### src/rtl/ppu_vram_arb_if.sv
// Bus between the PPU VRAM arbiter and its three requesters plus the VRAM port.
interface ppu_vram_arb_if #(
    parameter int unsigned ADDR_W = 14
);
    logic              rendering_in;
    logic              bg_req_in;
    logic [ADDR_W-1:0] bg_addr_in;
    logic              bg_ack_out;
    logic              bg_rvalid_out;
    logic              spr_req_in;
    logic [ADDR_W-1:0] spr_addr_in;
    logic              spr_ack_out;
    logic              spr_rvalid_out;
    logic              cpu_req_in;
    logic              cpu_we_in;
    logic [ADDR_W-1:0] cpu_addr_in;
    logic [7:0]        cpu_wdata_in;
    logic              cpu_ack_out;
    logic              cpu_rvalid_out;
    logic [7:0]        rd_data_out;
    logic              vram_en_out;
    logic              vram_we_out;
    logic [ADDR_W-1:0] vram_addr_out;
    logic [7:0]        vram_wdata_out;
    logic [7:0]        vram_data_in;

    // Arbiter side.
    modport slave (
        input  rendering_in, bg_req_in, bg_addr_in, spr_req_in, spr_addr_in,
               cpu_req_in, cpu_we_in, cpu_addr_in, cpu_wdata_in, vram_data_in,
        output bg_ack_out, bg_rvalid_out, spr_ack_out, spr_rvalid_out,
               cpu_ack_out, cpu_rvalid_out, rd_data_out,
               vram_en_out, vram_we_out, vram_addr_out, vram_wdata_out
    );

    // Requester / memory side.
    modport master (
        output rendering_in, bg_req_in, bg_addr_in, spr_req_in, spr_addr_in,
               cpu_req_in, cpu_we_in, cpu_addr_in, cpu_wdata_in, vram_data_in,
        input  bg_ack_out, bg_rvalid_out, spr_ack_out, spr_rvalid_out,
               cpu_ack_out, cpu_rvalid_out, rd_data_out,
               vram_en_out, vram_we_out, vram_addr_out, vram_wdata_out
    );
endinterface

### src/rtl/ppu_vram_arb.sv
// PPU VRAM port arbiter: one access per cycle shared by the background fetcher,
// sprite fetcher and CPU port, with a tagged pipeline routing read data back.
module ppu_vram_arb #(
    parameter int unsigned ADDR_W     = 14,
    parameter int unsigned RD_LAT     = 1,
    parameter int unsigned STARVE_MAX = 7
) (
    input logic           clk_in,
    input logic           rst_n_in,
    ppu_vram_arb_if.slave bus
);
    typedef enum logic [1:0] {TagNone, TagBg, TagSpr, TagCpu} tag_e;

    localparam logic [7:0] StarveLim = 8'(STARVE_MAX);

    logic              grant_bg;
    logic              grant_spr;
    logic              grant_cpu;
    logic              starve;
    logic [ADDR_W-1:0] grant_addr;
    tag_e              tag_d;
    tag_e              tag_end;
    logic [7:0]        cpu_wait_q;
    logic [7:0]        cpu_wait_d;

    // Stage k of the tag pipe sits in bits [2k+1:2k]; stage RD_LAT is the one
    // whose data is on vram_data_in this cycle.
    logic [2*RD_LAT+1:0] tag_pipe_q;

    logic              vram_en_q;
    logic              vram_we_q;
    logic [ADDR_W-1:0] vram_addr_q;
    logic [7:0]        vram_wdata_q;
    logic [7:0]        rd_data_q;
    logic              bg_rvalid_q;
    logic              spr_rvalid_q;
    logic              cpu_rvalid_q;

    // Arbitration: starved CPU first, then the rendering-dependent fixed priority.
    always_comb begin
        grant_bg  = 1'b0;
        grant_spr = 1'b0;
        grant_cpu = 1'b0;
        starve    = bus.cpu_req_in && (cpu_wait_q == StarveLim);
        if (rst_n_in) begin
            if (starve) begin
                grant_cpu = 1'b1;
            end else if (bus.rendering_in) begin
                if (bus.bg_req_in)       grant_bg  = 1'b1;
                else if (bus.spr_req_in) grant_spr = 1'b1;
                else if (bus.cpu_req_in) grant_cpu = 1'b1;
            end else begin
                if (bus.cpu_req_in)      grant_cpu = 1'b1;
                else if (bus.bg_req_in)  grant_bg  = 1'b1;
                else if (bus.spr_req_in) grant_spr = 1'b1;
            end
        end
    end

    // Winning address, read tag and next starvation count.
    always_comb begin
        grant_addr = bus.cpu_addr_in;
        tag_d      = TagNone;
        if (grant_bg) begin
            grant_addr = bus.bg_addr_in;
            tag_d      = TagBg;
        end else if (grant_spr) begin
            grant_addr = bus.spr_addr_in;
            tag_d      = TagSpr;
        end else if (grant_cpu && !bus.cpu_we_in) begin
            tag_d = TagCpu;
        end

        cpu_wait_d = cpu_wait_q;
        if (!bus.cpu_req_in || grant_cpu) begin
            cpu_wait_d = 8'd0;
        end else if (cpu_wait_q < StarveLim) begin
            cpu_wait_d = cpu_wait_q + 8'd1;
        end
    end

    assign tag_end = tag_e'(tag_pipe_q[2*RD_LAT+1 -: 2]);

    // Starvation counter and read tag pipeline.
    always_ff @(posedge clk_in or negedge rst_n_in) begin
        if (!rst_n_in) begin
            cpu_wait_q <= 8'd0;
            tag_pipe_q <= '0;
        end else begin
            cpu_wait_q <= cpu_wait_d;
            if (RD_LAT == 0) begin
                tag_pipe_q <= tag_d;
            end else begin
                tag_pipe_q <= {tag_pipe_q[2*RD_LAT-1:0], tag_d};
            end
        end
    end

    // Register the granted access onto the VRAM port; address/data hold when idle.
    always_ff @(posedge clk_in or negedge rst_n_in) begin
        if (!rst_n_in) begin
            vram_en_q    <= 1'b0;
            vram_we_q    <= 1'b0;
            vram_addr_q  <= '0;
            vram_wdata_q <= 8'd0;
        end else begin
            vram_en_q <= grant_bg || grant_spr || grant_cpu;
            vram_we_q <= grant_cpu && bus.cpu_we_in;
            if (grant_bg || grant_spr || grant_cpu) begin
                vram_addr_q <= grant_addr;
            end
            if (grant_cpu && bus.cpu_we_in) begin
                vram_wdata_q <= bus.cpu_wdata_in;
            end
        end
    end

    // Capture read data and strobe the owner's rvalid when a tag retires.
    always_ff @(posedge clk_in or negedge rst_n_in) begin
        if (!rst_n_in) begin
            rd_data_q    <= 8'd0;
            bg_rvalid_q  <= 1'b0;
            spr_rvalid_q <= 1'b0;
            cpu_rvalid_q <= 1'b0;
        end else begin
            bg_rvalid_q  <= (tag_end == TagBg);
            spr_rvalid_q <= (tag_end == TagSpr);
            cpu_rvalid_q <= (tag_end == TagCpu);
            if (tag_end != TagNone) begin
                rd_data_q <= bus.vram_data_in;
            end
        end
    end

    assign bus.bg_ack_out     = grant_bg;
    assign bus.spr_ack_out    = grant_spr;
    assign bus.cpu_ack_out    = grant_cpu;
    assign bus.bg_rvalid_out  = bg_rvalid_q;
    assign bus.spr_rvalid_out = spr_rvalid_q;
    assign bus.cpu_rvalid_out = cpu_rvalid_q;
    assign bus.rd_data_out    = rd_data_q;
    assign bus.vram_en_out    = vram_en_q;
    assign bus.vram_we_out    = vram_we_q;
    assign bus.vram_addr_out  = vram_addr_q;
    assign bus.vram_wdata_out = vram_wdata_q;
endmodule

### src/flat_wrapper.sv
// flat-port wrapper written by rule: the top's interface ports become plain ports
module ppu_vram_arb_flat 
#(
    parameter int unsigned ADDR_W     = 14,
    parameter int unsigned RD_LAT     = 1,
    parameter int unsigned STARVE_MAX = 7
)
  (clk_in, rst_n_in, bus_rendering_in, bus_bg_req_in, bus_bg_addr_in, bus_spr_req_in, bus_spr_addr_in, bus_cpu_req_in, bus_cpu_we_in, bus_cpu_addr_in, bus_cpu_wdata_in, bus_vram_data_in, bus_bg_ack_out, bus_bg_rvalid_out, bus_spr_ack_out, bus_spr_rvalid_out, bus_cpu_ack_out, bus_cpu_rvalid_out, bus_rd_data_out, bus_vram_en_out, bus_vram_we_out, bus_vram_addr_out, bus_vram_wdata_out);
  ppu_vram_arb_if #(.ADDR_W(ADDR_W)) bus_i ();
  input logic clk_in;
  input logic rst_n_in;
  input wire logic [$bits(bus_i.rendering_in)-1:0] bus_rendering_in;
  input wire logic [$bits(bus_i.bg_req_in)-1:0] bus_bg_req_in;
  input wire logic [$bits(bus_i.bg_addr_in)-1:0] bus_bg_addr_in;
  input wire logic [$bits(bus_i.spr_req_in)-1:0] bus_spr_req_in;
  input wire logic [$bits(bus_i.spr_addr_in)-1:0] bus_spr_addr_in;
  input wire logic [$bits(bus_i.cpu_req_in)-1:0] bus_cpu_req_in;
  input wire logic [$bits(bus_i.cpu_we_in)-1:0] bus_cpu_we_in;
  input wire logic [$bits(bus_i.cpu_addr_in)-1:0] bus_cpu_addr_in;
  input wire logic [$bits(bus_i.cpu_wdata_in)-1:0] bus_cpu_wdata_in;
  input wire logic [$bits(bus_i.vram_data_in)-1:0] bus_vram_data_in;
  output wire logic [$bits(bus_i.bg_ack_out)-1:0] bus_bg_ack_out;
  output wire logic [$bits(bus_i.bg_rvalid_out)-1:0] bus_bg_rvalid_out;
  output wire logic [$bits(bus_i.spr_ack_out)-1:0] bus_spr_ack_out;
  output wire logic [$bits(bus_i.spr_rvalid_out)-1:0] bus_spr_rvalid_out;
  output wire logic [$bits(bus_i.cpu_ack_out)-1:0] bus_cpu_ack_out;
  output wire logic [$bits(bus_i.cpu_rvalid_out)-1:0] bus_cpu_rvalid_out;
  output wire logic [$bits(bus_i.rd_data_out)-1:0] bus_rd_data_out;
  output wire logic [$bits(bus_i.vram_en_out)-1:0] bus_vram_en_out;
  output wire logic [$bits(bus_i.vram_we_out)-1:0] bus_vram_we_out;
  output wire logic [$bits(bus_i.vram_addr_out)-1:0] bus_vram_addr_out;
  output wire logic [$bits(bus_i.vram_wdata_out)-1:0] bus_vram_wdata_out;
  assign bus_i.rendering_in = bus_rendering_in;
  assign bus_i.bg_req_in = bus_bg_req_in;
  assign bus_i.bg_addr_in = bus_bg_addr_in;
  assign bus_i.spr_req_in = bus_spr_req_in;
  assign bus_i.spr_addr_in = bus_spr_addr_in;
  assign bus_i.cpu_req_in = bus_cpu_req_in;
  assign bus_i.cpu_we_in = bus_cpu_we_in;
  assign bus_i.cpu_addr_in = bus_cpu_addr_in;
  assign bus_i.cpu_wdata_in = bus_cpu_wdata_in;
  assign bus_i.vram_data_in = bus_vram_data_in;
  assign bus_bg_ack_out = bus_i.bg_ack_out;
  assign bus_bg_rvalid_out = bus_i.bg_rvalid_out;
  assign bus_spr_ack_out = bus_i.spr_ack_out;
  assign bus_spr_rvalid_out = bus_i.spr_rvalid_out;
  assign bus_cpu_ack_out = bus_i.cpu_ack_out;
  assign bus_cpu_rvalid_out = bus_i.cpu_rvalid_out;
  assign bus_rd_data_out = bus_i.rd_data_out;
  assign bus_vram_en_out = bus_i.vram_en_out;
  assign bus_vram_we_out = bus_i.vram_we_out;
  assign bus_vram_addr_out = bus_i.vram_addr_out;
  assign bus_vram_wdata_out = bus_i.vram_wdata_out;
  ppu_vram_arb #(.ADDR_W(ADDR_W), .RD_LAT(RD_LAT), .STARVE_MAX(STARVE_MAX)) u_core (.clk_in(clk_in), .rst_n_in(rst_n_in), .bus(bus_i));
endmodule
### config.mk
export PLATFORM = sky130hd
export DESIGN_NAME = ppu_vram_arb_flat
export DESIGN_NICKNAME = d
export VERILOG_FILES = /design/src/rtl/ppu_vram_arb_if.sv /design/src/rtl/ppu_vram_arb.sv /design/src/flat_wrapper.sv
export SDC_FILE = /design/constraint.sdc
export NUM_CORES = 1
export LEC_CHECK = 0
export ABC_AREA = 1
export BUFFER_PORTS_ARGS = -buffer_cell sky130_fd_sc_hd__buf_4
export CORE_MARGIN = 1
export CORE_UTILIZATION = 42
export DETAILED_ROUTE_END_ITERATION = 10
export GPL_TIMING_DRIVEN = 0
export MAX_ROUTING_LAYER = met4
export PLACE_DENSITY_LB_ADDON = 0.15
export SYNTH_ARGS = -nofsm -noshare
export SYNTH_HDL_FRONTEND = slang
export SYNTH_SLANG_ARGS = --single-unit
### constraint.sdc
create_clock -name clk_in -period 1.5 [get_ports clk_in]
set_input_delay 0.075 -clock clk_in [delete_from_list [all_inputs] [get_ports clk_in]]
set_output_delay 0.075 -clock clk_in [all_outputs]
set_load 0.1 [all_outputs]
==> Yosys cells after proc, flatten, opt, wreduce, memory -nomap -nowiden <==
Index checks and enable logic that the tools add are counted.
{ "totals": {"elab_cells": 50, "out_inout_bits": 38, "inputBits": 65, "reg_bits": 47} }
{ "op_classes": {"addsub": 1, "eq_ne": 4, "n_mux": 24, "order_cmp": 1, "n_reduce_logical": 10} }
{ "ops": {"columns": ["op", "n"], "rows": [
  ["14-bit two-way mux", 2],
  ["1-bit two-way mux", 17],
  ["8-bit two-way mux", 2],
  ["8-bit by 1-bit adder with 8-bit output, second input constant", 1],
  ["8-bit by 3-bit == test with 1-bit output, second input constant", 1],
  ["8-bit by 3-bit less-than comparator with 1-bit output, second input constant", 1],
  ["2-bit two-way mux", 3],
  ["2-bit == test, second input constant", 2],
  ["2-bit nonzero test", 2],
  ["1-bit logical AND", 3],
  ["1-bit logical OR", 3],
  ["2-bit by 1-bit == test with 1-bit output, second input constant", 1],
  ["1-bit logical NOT", 2]
]} }

==> Depth between registers and ports, before layout <==
{ "depth": {"ltp_word": 10, "ltp_mapped": 11} }

==> Worst setup path after synthesis <==
Ideal clock, no wire load.
{ "synth_path": {"path_type": "register to output", "startpoint": "register u_core.cpu_wait_q[0]", "endpoint": "output bus_cpu_ack_out", "n_path_buf": 1, "path_slack_ps": -327, "path_stages_with_launch": 9, "arrival_time_ps": 1752, "path_cell_list": "dfrtp_1 ha_1 nand2_2 nor2_2 nand2_4 nand2_2 nand2_2 clkbuf_2 inv_1"} }
{ "synth_between": {"elab_chain_len": 4} }
{ "synth_lines": {"columns": ["item", "line", "text"], "rows": [
  ["start: declaration", "ppu_vram_arb.sv:23", "logic [7:0] cpu_wait_q;"],
  ["start signal: assignment", "ppu_vram_arb.sv:90", "cpu_wait_q <= cpu_wait_d;"],
  ["8-bit by 3-bit == test with 1-bit output", "ppu_vram_arb.sv:44", "starve = bus.cpu_req_in && (cpu_wait_q == StarveLim);"],
  ["1-bit logical AND", "ppu_vram_arb.sv:44", null],
  ["1-bit two-way mux", "ppu_vram_arb.sv:46", "if (starve) begin"],
  ["1-bit two-way mux", "ppu_vram_arb.sv:45", "if (rst_n_in) begin"],
  ["end: declaration", "flat_wrapper.sv:26", "output wire logic [$bits(bus_i.cpu_ack_out)-1:0] bus_cpu_ack_out;"]
]} }
Every way passes these cells.

==> Final worst setup path <==
{ "layout_path": {"startpoint": "register u_core.cpu_wait_q[1]", "endpoint": "output bus_cpu_ack_out"} }
Same word-level chain as after synthesis.

==> metrics.md <==
| Metric | Value |
|---|---|
| Clock Power Share | 0.164 |
| Post-synth design cell area | 0.00219 mm^2 |
| Drt via density | 4.76 |
| Comb pwr share | 0.485 |
| Total GRT Usage | 0.218 |
| Seq pwr share | 0.351 |
| Final clock skew | 0.00856 ns |
| Final Non-Filler Cells | 450 |
| Routed Antenna Nets | 0 |
| Crit Path Max Fanout | 5 |
| Crit-path cells | ha_4 -> nand2_4 -> nor2_4 -> nand2_4 -> nand2_4 -> nand2_4 -> buf_8 -> clkinvlp_4 -> buf_12 |
| First drt pass iteration count | 4 |
| Power Dens Cells | 1240 mW/mm^2 |
| Die area | 0.00551 mm^2 |
| Hold Vio Cnt, Final | 47 |
| # DRC | 0 |
| CTS tree | yes |
| Final Worst Setup Slack | -0.178 ns |
| Commonest non-fill, non-tap cell in the layout | buf_4 |
| Critical path arrival | 1.60 ns |
| RSZ-0062 raised after global routing | yes |
| P_sw | 2.09 mW |
| Die height | 74.2 um |
| Final hold slack | -0.288 ns |
| RD Place Congestion | 0.804 |
| Worst setup path category | reg2out |
| Rows | 25 |
| # diodes | 0 |
| Vias in the first global route | 1878 |
| WL final | 5650 um |
| First-pass GRT wire length | 8820 um |
| Detailed-route via count | 2143 |
| Max VDD drop | 1.01 mV |
| Layout cells sized above 1 | 0.499 |
| Hold Path Class | in2async |
| Kind of start point of the critical path | flip-flop |
| Status | complete, but fails checks |
| Yosys cell types | 24 |
| Placed cell areas | 0.00309 mm^2 |
| CTS H-tree lvls | 2 |
| Mapped Nets | 312 |
| CTS Root Cell | clkbuf_8 |
| Most frequent cells in the layout | buf_4, nand2_1, dfrtp_1 |
| CP peak stage delay | 0.41 ns |
| Initial antenna violation count | 0 |
| Yosys reg bits | 47 |
| Post-Syn Area per Cell | 8.91 um^2 |
| Leak Pwr | 1.84 nW |
| Relative slew slack | 0.644 |
| Final setup viols | 26 |
| Post-DP HPWL | 3860 um |
| P&R area growth vs syn | 61.2% |
| Initial drt markers | 69 |
| WP data required | 1.42 ns |
| CTS Sinks | 47 |
| Fmax | 596 MHz |
| Hold buffers post-CTS | 9 |
| Io pins | 103 |
| Clock buffer depth | 2 |
| WL/cell | 12.6 um |
| Max stage delay cell, worst path | dfrtp_1 |
| Core region area | 0.00488 mm^2 |
| Clock slew seen by the registers of the worst setup and hold paths | 0.09 ns |
| Register area share after synthesis | 0.537 |
| Failing checks | hold timing, setup timing |
| Crit path time final | 1.68 ns |
| Final Max Slew Viols | 0 |
| Design Area, Final | 0.00353 mm^2 |
| Setup TNS | -2.86 ns |
| Skew-Pair Late Insertion Delay | 0.29 ns |
| DP Cell Count | 415 |
| CTS Buf Count | 5 |
| Switching share of power | 0.476 |
| Number of nets in the layout | 448 |
| Tightest Pin Transition | 0.533 ns |
| Endpoint class of the critical path | output port |
| Internal power | 2.31 mW |
| Initial core utilization | 0.449 |
| Pin count of the biggest net entering global routing | 51 |
| Cells after Synth | 246 |
| GRT overflow | 0 |
| Ys Warns | 0 |
| Die Wd | 74.2 um |
| IO buf count | 102 |
| Max-cap viol count | 0 |
| CP most frequent cell | nand2_4 |
| Tcrit/Tclk final | 1.12 |
-- layout make-up --
| cell class | instances | area (um^2) |
|---|---|---|
| inverter | 16 | 71.3 |
| sequential | 47 | 1180 |
| clock inverter | 1 | 5.00 |
| timing repair buffer | 130 | 1040 |
| multi-input combinational | 175 | 1010 |
| buffer | 7 | 72.6 |
| tap | 67 | 83.8 |
| fill | 389 | 1350 |
| clock buffer | 7 | 76.3 |
-- through the flow --
step / power [mW] / hold slack [ns] / util / worst slack, ns
after global placement: 3.59 / 0.135 / 0.634 / -0.320
after CTS: 4.38 / -0.278 / 0.699 / -0.207
final: 4.40 / -0.288 / 0.724 / -0.178
after floorplan: 3.08 / -0.221 / - / -0.0721
after global routing: 4.59 / -0.261 / 0.724 / -0.264
after detailed placement: 3.61 / 0.131 / 0.634 / -0.321
-- power groups by stage --
stage                     Combinational [mW]  Clock (mW)  Sequential [mW]
final                                   2.13       0.721             1.54
after global routing                    2.23       0.797             1.57
after CTS                               2.11       0.739             1.53
after detailed placement                2.05           0             1.55
after global placement                  2.04           0             1.55
after floorplan                        0.317           0             2.77
-- cells in the mapped netlist --
master | instances | area [um^2]
dfrtp_1 | 47 | 1180
o21ai_2 | 1 | 8.76
buf_6 | 1 | 11.3
nor2_2 | 4 | 25.0
clkbuf_1 | 1 | 3.75
buf_2 | 3 | 15.0
nand2_4 | 2 | 22.5
buf_4 | 2 | 15.0
clkbuf_2 | 2 | 10.0
inv_2 | 4 | 15.0
nor2_4 | 2 | 22.5
nand3_1 | 45 | 225
nand2_2 | 5 | 31.3
o21ai_0 | 11 | 55.1
nand2_1 | 66 | 248
and3_1 | 1 | 6.26
inv_1 | 12 | 45.0
nor2_1 | 8 | 30.0
xor2_1 | 1 | 8.76
nand4_1 | 2 | 12.5
a21oi_1 | 3 | 15.0
ha_1 | 1 | 12.5
mux2_2 | 8 | 90.1
or2_2 | 14 | 87.6
-- critical path, delay by kind of cell, from the launching register on --
family / cells / cell delay, ns
flops: 1 / 0.41
buf+inv: 3 / 0.37
simple gates: 5 / 0.34
fa+ha+maj: 1 / 0.17
-- sequential cells by signal (all words and copies together), names as in the netlist --
signal                     cells
u_core.bus.bg_rvalid_out       1
u_core.bus.cpu_rvalid_out      1
u_core.bus.rd_data_out         8
u_core.bus.spr_rvalid_out      1
u_core.bus.vram_addr_out      14
u_core.bus.vram_en_out         1
u_core.bus.vram_wdata_out      8
u_core.bus.vram_we_out         1
u_core.cpu_wait_q              8
u_core.tag_pipe_q              4
-- cells by family after synthesis --
group | after synthesis | share of synthesized area
flops | 47 | 0.537
simple gates | 149 | 0.324
compound gates | 15 | 0.0360
fa+ha+maj | 1 | 0.00571
xor+xnor | 1 | 0.00400
mux | 8 | 0.0411
buf+inv | 25 | 0.0525
-- timing repair --
action,in CTS,in global routing
setup buffers,11,8
cloned,1,0
pin swaps,3,8
resized for setup,23,20
setup endpoints to repair,36,36
endpoints found under the hold margin,57,47
-- metal layers --
layer	track usage	up-vias	part of all wire
met3	0.0488	6	0.057
met4	0.0566	0	0.011
met5	-	-	0
met2	0.353	68	0.51
met1	0.278	994	0.42
li1	-	1075	-
-- worst paths after layout --
path / depth (start not counted) / endpoint / from / slack, ns
worst min-delay path: 1 / u_core.bus.vram_wdata_out[3] / rst_n_in / -0.29
min in group clk_in: 2 / u_core.bus.rd_data_out[1] / bus_vram_data_in[1] / 0.02
worst min register to register: 0 / u_core.tag_pipe_q[3] / u_core.tag_pipe_q[1] / 0.35
worst max-delay path: 9 / bus_cpu_ack_out / u_core.cpu_wait_q[1] / -0.18
max in group asynchronous: 1 / u_core.bus.vram_en_out / rst_n_in / 1.47
worst max register to register: 12 / u_core.bus.vram_addr_out[5] / u_core.cpu_wait_q[1] / -0.15
Power figures use the tool's default switching activity.
